<file path="src/rtl/logic_unit_pkg.sv">
// Shared op codes, FSM states and the extended-op list for logic_unit_seq.
// The extended ops are enabled by defining LOGIC_UNIT_EXT_OPS_EN.
package logic_unit_pkg;

  typedef enum logic [2:0] {
    OP_AND   = 3'b000,
    OP_OR    = 3'b001,
    OP_XOR   = 3'b010,
    OP_NOTA  = 3'b011,
    OP_NAND  = 3'b100,
    OP_NOR   = 3'b101,
    OP_XNOR  = 3'b110,
    OP_PASSA = 3'b111
  } op_e;

  typedef enum logic [1:0] {
    S_IDLE = 2'd0,
    S_BUSY = 2'd1,
    S_DONE = 2'd2
  } state_e;

  localparam int NUM_EXT_OPS = 4;
  localparam op_e EXT_OPS [NUM_EXT_OPS] = '{OP_NAND, OP_NOR, OP_XNOR, OP_PASSA};

  function automatic logic is_ext_op(input logic [2:0] op);
    is_ext_op = 1'b0;
    for (int i = 0; i < NUM_EXT_OPS; i++) begin
      if (op == EXT_OPS[i]) is_ext_op = 1'b1;
    end
  endfunction

endpackage

</file>
<file path="src/rtl/logic_unit_seq_slice.sv">
// logic_slice: combinational SLICE-wide bitwise operation selected by op.
// Extended ops exist only when LOGIC_UNIT_EXT_OPS_EN is defined.
module logic_slice
  import logic_unit_pkg::*;
#(
  parameter int SLICE = 4
) (
  input  logic [2:0]       i_op,
  input  logic [SLICE-1:0] i_a,
  input  logic [SLICE-1:0] i_b,
  output logic [SLICE-1:0] o_y,
  output logic             o_unsup
);

  always_comb begin
    o_y     = '0;
    o_unsup = 1'b0;
    case (op_e'(i_op))
      OP_AND:   o_y = i_a & i_b;
      OP_OR:    o_y = i_a | i_b;
      OP_XOR:   o_y = i_a ^ i_b;
      OP_NOTA:  o_y = ~i_a;
`ifdef LOGIC_UNIT_EXT_OPS_EN
      OP_NAND:  o_y = ~(i_a & i_b);
      OP_NOR:   o_y = ~(i_a | i_b);
      OP_XNOR:  o_y = ~(i_a ^ i_b);
      OP_PASSA: o_y = i_a;
`endif
      // Unsupported ops yield a zero slice and flag the error.
      default:  o_unsup = is_ext_op(i_op);
    endcase
  end

endmodule

</file>
<file path="src/rtl/logic_unit_seq.sv">
// logic_unit_seq: bit-serial (SLICE bits/cycle) logic unit with valid/ready handshakes.
// Ops 1xx are supported only when LOGIC_UNIT_EXT_OPS_EN is defined.
module logic_unit_seq
  import logic_unit_pkg::*;
#(
  parameter int WIDTH = 8,
  parameter int SLICE = 4
) (
  input  logic             clk,
  input  logic             rst_n,
  input  logic             in_valid,
  output logic             in_ready,
  input  logic [2:0]       op,
  input  logic [WIDTH-1:0] a,
  input  logic [WIDTH-1:0] b,
  output logic [WIDTH-1:0] f,
  output logic             zero,
  output logic             err,
  output logic             out_valid,
  input  logic             out_ready
);

  localparam int N  = WIDTH / SLICE;
  localparam int KW = (N > 1) ? $clog2(N) : 1;
  localparam logic [KW-1:0] K_LAST = KW'(N - 1);

  state_e           r_state;
  state_e           w_state_next;
  logic [KW-1:0]    r_k;
  logic [WIDTH-1:0] r_a;
  logic [WIDTH-1:0] r_b;
  logic [2:0]       r_op;
  logic [WIDTH-1:0] r_acc;
  logic [WIDTH-1:0] r_f;
  logic             r_zero;
  logic             r_err;

  logic [SLICE-1:0] w_a_slice;
  logic [SLICE-1:0] w_b_slice;
  logic [SLICE-1:0] w_y_slice;
  logic             w_unsup;
  logic [WIDTH-1:0] w_acc_next;
  logic             w_last;

  assign w_a_slice = r_a[int'(r_k)*SLICE +: SLICE];
  assign w_b_slice = r_b[int'(r_k)*SLICE +: SLICE];
  assign w_last    = (r_k == K_LAST);

  logic_slice #(.SLICE(SLICE)) u_slice (
    .i_op    (r_op),
    .i_a     (w_a_slice),
    .i_b     (w_b_slice),
    .o_y     (w_y_slice),
    .o_unsup (w_unsup)
  );

  // Slices build up in r_acc so f only ever shows a complete result.
  always_comb begin
    w_acc_next = r_acc;
    w_acc_next[int'(r_k)*SLICE +: SLICE] = w_y_slice;
  end

  always_comb begin
    w_state_next = r_state;
    case (r_state)
      S_IDLE:  if (in_valid)  w_state_next = S_BUSY;
      S_BUSY:  if (w_last)    w_state_next = S_DONE;
      S_DONE:  if (out_ready) w_state_next = S_IDLE;
      default: w_state_next = S_IDLE;
    endcase
  end

  always_ff @(posedge clk) begin
    if (!rst_n) begin
      r_state <= S_IDLE;
      r_k     <= '0;
      r_a     <= '0;
      r_b     <= '0;
      r_op    <= '0;
      r_acc   <= '0;
      r_f     <= '0;
      r_zero  <= 1'b0;
      r_err   <= 1'b0;
    end else begin
      r_state <= w_state_next;
      case (r_state)
        S_IDLE: begin
          if (in_valid) begin
            r_a   <= a;
            r_b   <= b;
            r_op  <= op;
            r_k   <= '0;
            r_acc <= '0;
          end
        end
        S_BUSY: begin
          r_acc <= w_acc_next;
          r_k   <= r_k + 1'b1;
          if (w_last) begin
            r_f    <= w_acc_next;
            r_zero <= (w_acc_next == '0);
            r_err  <= w_unsup;
          end
        end
        default: ;
      endcase
    end
  end

  assign in_ready  = (r_state == S_IDLE);
  assign out_valid = (r_state == S_DONE);
  assign f         = r_f;
  assign zero      = r_zero;
  assign err       = r_err;

endmodule

</file>
<file path="config.mk">
export PLATFORM = sky130hd
export DESIGN_NAME = logic_unit_seq
export DESIGN_NICKNAME = d
export VERILOG_FILES = /design/src/rtl/logic_unit_pkg.sv /design/src/rtl/logic_unit_seq_slice.sv /design/src/rtl/logic_unit_seq.sv
export SDC_FILE = /design/constraint.sdc
export NUM_CORES = 1
export LEC_CHECK = 0
export ABC_CLOCK_PERIOD_IN_PS = 2500
export CAP_MARGIN = 20
export CORE_ASPECT_RATIO = 1.1
export CORE_UTILIZATION = 50
export DETAILED_ROUTE_END_ITERATION = 6
export HOLD_SLACK_MARGIN = 0.08
export PLACE_DENSITY = 0.79
export SLEW_MARGIN = 20
export SYNTH_ARGS = -nofsm -noshare
export SYNTH_HDL_FRONTEND = slang
export SYNTH_SLANG_ARGS = --single-unit
</file>
<file path="constraint.sdc">
create_clock -name clk -period 2.5 [get_ports clk]
set_input_delay 0.25 -clock clk [delete_from_list [all_inputs] [get_ports clk]]
set_output_delay 0.25 -clock clk [all_outputs]
set_load 0.02 [all_outputs]
</file>
## Yosys cells after proc, flatten, opt, wreduce, memory -nomap -nowiden

Index checks and enable logic that the tools add are counted.

- Add/subtract/negate cells: 2
- Equal/unequal tests: 12
- Shifts and indexed selects: 4
- Mux-type cells: 15
- Bitwise operators: 4
- Reduce and logical (&&, ||, !) cells: 9

Operator list:

| operator | number |
|---|---|
| $neg A3 Y33 | 1 |
| $shift A4 B33 Y8 const A | 1 |
| $shiftx A4 B33 Y8 | 1 |
| $pmux W4 S4 | 1 |
| $pmux W8 S2 | 1 |
| $shiftx A8 B4 Y4 | 2 |
| $eq A3 B3 Y1 const B | 4 |
| $bwmux W8 | 1 |
| $logic_not A8 Y1 | 1 |
| $mux W8 | 1 |
| $eq A3 B2 Y1 const B | 2 |
| $mux W1 | 6 |
| $mux W2 | 3 |
| $pmux W2 S3 | 1 |
| $reduce_and A2 Y1 | 3 |
| $and A4 B4 Y4 | 1 |
| $ne A2 B2 Y1 const B | 2 |
| $not A4 Y4 | 1 |
| $or A4 B4 Y4 | 1 |
| $reduce_or A4 Y1 | 1 |
| $xor A4 B4 Y4 | 1 |
| $eq A3 B1 Y1 const B | 1 |
| $logic_not A3 Y1 | 1 |
| $reduce_and A3 Y1 | 1 |
| other kinds (7) | 7 |

- Bits in registers: 40
- Bits of input ports: 23
- Word-level logic and storage cells: 55

## Longest topological paths before layout

Gate-level depths: netlist (run 1).

- Depth in word-level cells: 6
- Depth in mapped cells: 8
- Mapped depth without buffers: 7

## Modules after synthesis

A second synthesis (run 1) with hierarchy kept.

- Cell total of the unflattened synthesis: 205
- Area total of the unflattened synthesis: 1766.7 um^2

Modules (own cells, without submodules):

| module | times used | cells each | area each (um^2) |
|---|---|---|---|
| logic_unit_seq | 1 | 167 | 1506.4 |
| logic_slice | 1 | 38 | 260.2 |

## Worst setup path before layout (run 1)

OpenSTA, ideal clock, no wires.

- Kind: register -> register
- Start: reg r_k
- End: reg r_acc[3]
- Setup time: 0.122 ns
- Arrival: 1.760 ns
- Data required time: 2.378 ns
- Slack: 0.618 ns
- Stages on the path, launching flop included: 7
- Buffers on the path: 1
- Clock period less this slack: 1.882 ns
- Cell sequence: dfxtp_1 > buf_4 > mux2i_1 > ha_1 > mux4_2 > a32oi_1 > nor2_1

- Longest elaborated chain between the ends: 6
- Elaborated cells between the ends (all ways): 12
- Classes of those cells: add/sub: 1; shift: 4; mux: 3; bitwise: 4

Ends and longest elaborated chain:

| what | line | RTL |
|---|---|---|
| start, declared | logic_unit_seq.sv:29 | `logic [KW-1:0] r_k;` |
| start signal, assigned | logic_unit_seq.sv:98 | `r_k <= r_k + 1'b1;` |
| $shiftx A8 B4 Y4, on equally long branches | logic_unit_seq.sv:45, logic_unit_seq.sv:46 |  |
| $xor A4 B4 Y4, or another cell as far along | logic_unit_seq_slice.sv:21 | `OP_XOR: o_y = i_a ^ i_b;` |
| $pmux W4 S4 | logic_unit_seq_slice.sv:18 | `case (op_e'(i_op))` |
| $shiftx A4 B33 Y8 | logic_unit_seq.sv:60 | `w_acc_next[int'(r_k)*SLICE +: SLICE] = w_y_slice;` |
| $bwmux W8 * | logic_unit_seq.sv:60 |  |
| $pmux W8 S2 * | logic_unit_seq.sv:86 | `case (r_state)` |
| end signal, assigned | logic_unit_seq.sv:97 | `r_acc <= w_acc_next;` |
| end, declared | logic_unit_seq.sv:33 | `logic [WIDTH-1:0] r_acc;` |

Mark *: on every way between the ends. The rest lies on a longest branch, timed or not.
A chain may end at the register's enable or synchronous reset.

## Final worst setup path (run 1)

- Start: reg r_k
- End: reg r_acc[2]

The elaborated chain is that of the path after synthesis.

==> qor.yml, run 1 <==
layout_common_cells: "nand2_1, dfxtp_1, clkdlybuf4s50_1"
place_area_um2: 2010
cts.sinks: 36
start_util: 0.534
syn-num-nets: 232
dp_slack_ns: 0.292
cp.required_ns: 2.72
grtUsageMet3: 0.0438
cp_max_fo: 12
synth_edf_count: 0
synth_flop_cell: "dfxtp_1"
cts_setup_buffers: 0
endpoint_kind: "flop"
rsz0062_at_grt: "false"
wl_mm: 2.95
setup_viol: 0
dpl.cell_count: 260
die_y_um: 62.3
violations: "design-rule violations"
setup_ws_ns: 0.279
dp_hpwl_mm: 2.22
cts_root_buf: "clkbuf_4"
final_hold_viol_count: 0
dieArea_um2: 3540
clk_path_buf_depth: 2
place_congestion: 0.791
ff2ff_path_depth: 5
met2_usage: 0.308
grt_pass1_wl_mm: 5.12
cts_buffers: 5
syn_avg_cell_area_um2: 8.24
fmax_ghz: 0.450
syn_inst: 201
routedWlPerCell_um: 11.1
holdCritPathClass: "input port to flop"
area_growth_pct: 24.1
cts_tree: "built"
fp.dieW_um: 56.9
maxCapViolations: 0
leakagePower_nw: 0.832
final_antenna_net_count: 0
synth.distinct_cells: 30
fin_util: 0.663
power_density_nw_per_um2: 524
status: "finished with violations"
io_buffer_count: 34
htree_levels: 2
min_period_ns: 2.22
nets: 264
grt_usage: 0.185
ctsResizeCount: 0
max_slew_margin: 0.599
holdBufCountCts: 0
peakVddDrop_mv: 0.389
arrival_ns: 2.44
tightestPinTransition_ns: 0.600
ys_warn_count: 0
busiest_layer: "met2"
overflow: 0
grt_max_degree: 36
instances_no_fill: 267
holdPathStages: 3
vias: 1391
core_um2: 3100
ys_ff_latch: 36
grt_pass1_vias: 1200
final_cell_area_um2: 2050
final_common_cell: "nand2_1"
timing.hold.ws_ns: 0.449
rows: 21
fin_worst_skew_ns: 0.00694
drive_gt1_frac: 0.0644
slew_violations: 0
whs_endpoint: "r_op[0]"
ios: 35
antenna_found_initial: 0
fin_tns_setup_ns: 0
grtUsageMet1: 0.217
drt_iter0_markers: 47
via_per_inst: 5.21
r2r-start: "r_k"
hold_start: "op[0]"
p_total_mw: 1.08
post-route-period-util: 0.888
synth_area_um2: 1660
fill_cells: 286
n_antenna_cell: 0
clock_latency_ns: 0.34
drt-pass1-iter-count: 6
ys_seq_area_frac: 0.435
reg2reg_slack_ns: 0.28
async_flop_share: 0
clk_pin_slew_worst_paths_ns: 0.10
start_kind: "flop"
drc: 2
reg2reg_to: "r_acc[2]"
path_class: "flop to flop"
sequential cells by signal, indices dropped and copies added (netlist names):
signal   cells
r_k          1
r_acc        4
r_b          8
err          1
r_op         3
r_a          8
r_state      2
f            8
zero         1
critical path, stage by stage (launching register included):
cell and delay [ns]:
dfxtp_1 0.68, mux2i_1 0.37, ha_1 0.29, mux4_2 0.49
a32oi_1 0.22, nor2_1 0.06
cells in the mapped netlist, types with 3 or more instances:
library cell | n | area share
nand2_1 | 55 | 0.12
dfxtp_1 | 36 | 0.44
a21oi_1 | 31 | 0.094
inv_1 | 13 | 0.029
nor2_1 | 10 | 0.023
ha_1 | 8 | 0.060
mux2i_1 | 7 | 0.042
clkbuf_1 | 6 | 0.014
buf_2 | 4 | 0.012
a32oi_1 | 3 | 0.016
mux4_2 | 3 | 0.041
nand3_1 | 3 | 0.0091
final cells by class:
cell class | instances | area (um2) | area share
multi-input cells | 140 | 833 | 0.406
flip-flops and latches | 36 | 721 | 0.351
repair buffers | 37 | 363 | 0.177
inverters | 13 | 48.8 | 0.0238
well taps | 34 | 42.5 | 0.0207
clock buffers | 6 | 41.3 | 0.0201
clock inverters | 1 | 5.00 | 0.00244
per-layer routing:
| metal | up-vias | part of all wire |
|---|---|---|
| met4 | 0 | 0.022 |
| met2 | 27 | 0.49 |
| met5 | - | 0 |
| met1 | 626 | 0.46 |
| li1 | 730 | - |
| met3 | 8 | 0.033 |
how the worst max path moves through the flow:
stage | from | end | slack, ns | cells past startpoint
after detailed placement | r_k | r_acc[2] | 0.29 | 5
after global placement | r_k | r_acc[1] | 0.38 | 5
after CTS | r_k | r_acc[2] | 0.27 | 5
after global routing | r_k | r_acc[0] | 0.13 | 7
after floorplan | r_k | r_acc[3] | 0.62 | 6
final | r_k | r_acc[2] | 0.28 | 5
cell families after synthesis:
family	Yosys count	share of synthesized area
AOI/OAI and AO/OA	40	0.134
adders and majority gates	8	0.0605
buffers and inverters	25	0.0642
DFF	36	0.435
muxes	11	0.0899
and+or+nand+nor	81	0.216
power breakdown:
group          switching, mW  internal, mW  total (mW)
sequential            0.0265         0.599       0.626
combinational         0.0845        0.0889       0.173
clock                  0.174         0.103       0.277
No activity file was read; power rests on OpenSTA's default activity.
==> run 2: changes to the inputs <==
--- a/config.mk
+++ b/config.mk
@@ -10,6 +10,7 @@
 export CORE_ASPECT_RATIO = 1.1
 export CORE_UTILIZATION = 50
 export DETAILED_ROUTE_END_ITERATION = 6
+export GPL_ROUTABILITY_DRIVEN = 1
 export HOLD_SLACK_MARGIN = 0.08
 export PLACE_DENSITY = 0.79
 export SLEW_MARGIN = 20
==> results of run 2 <==
The final DEF is identical to that of run 1; final timing and power are the same.
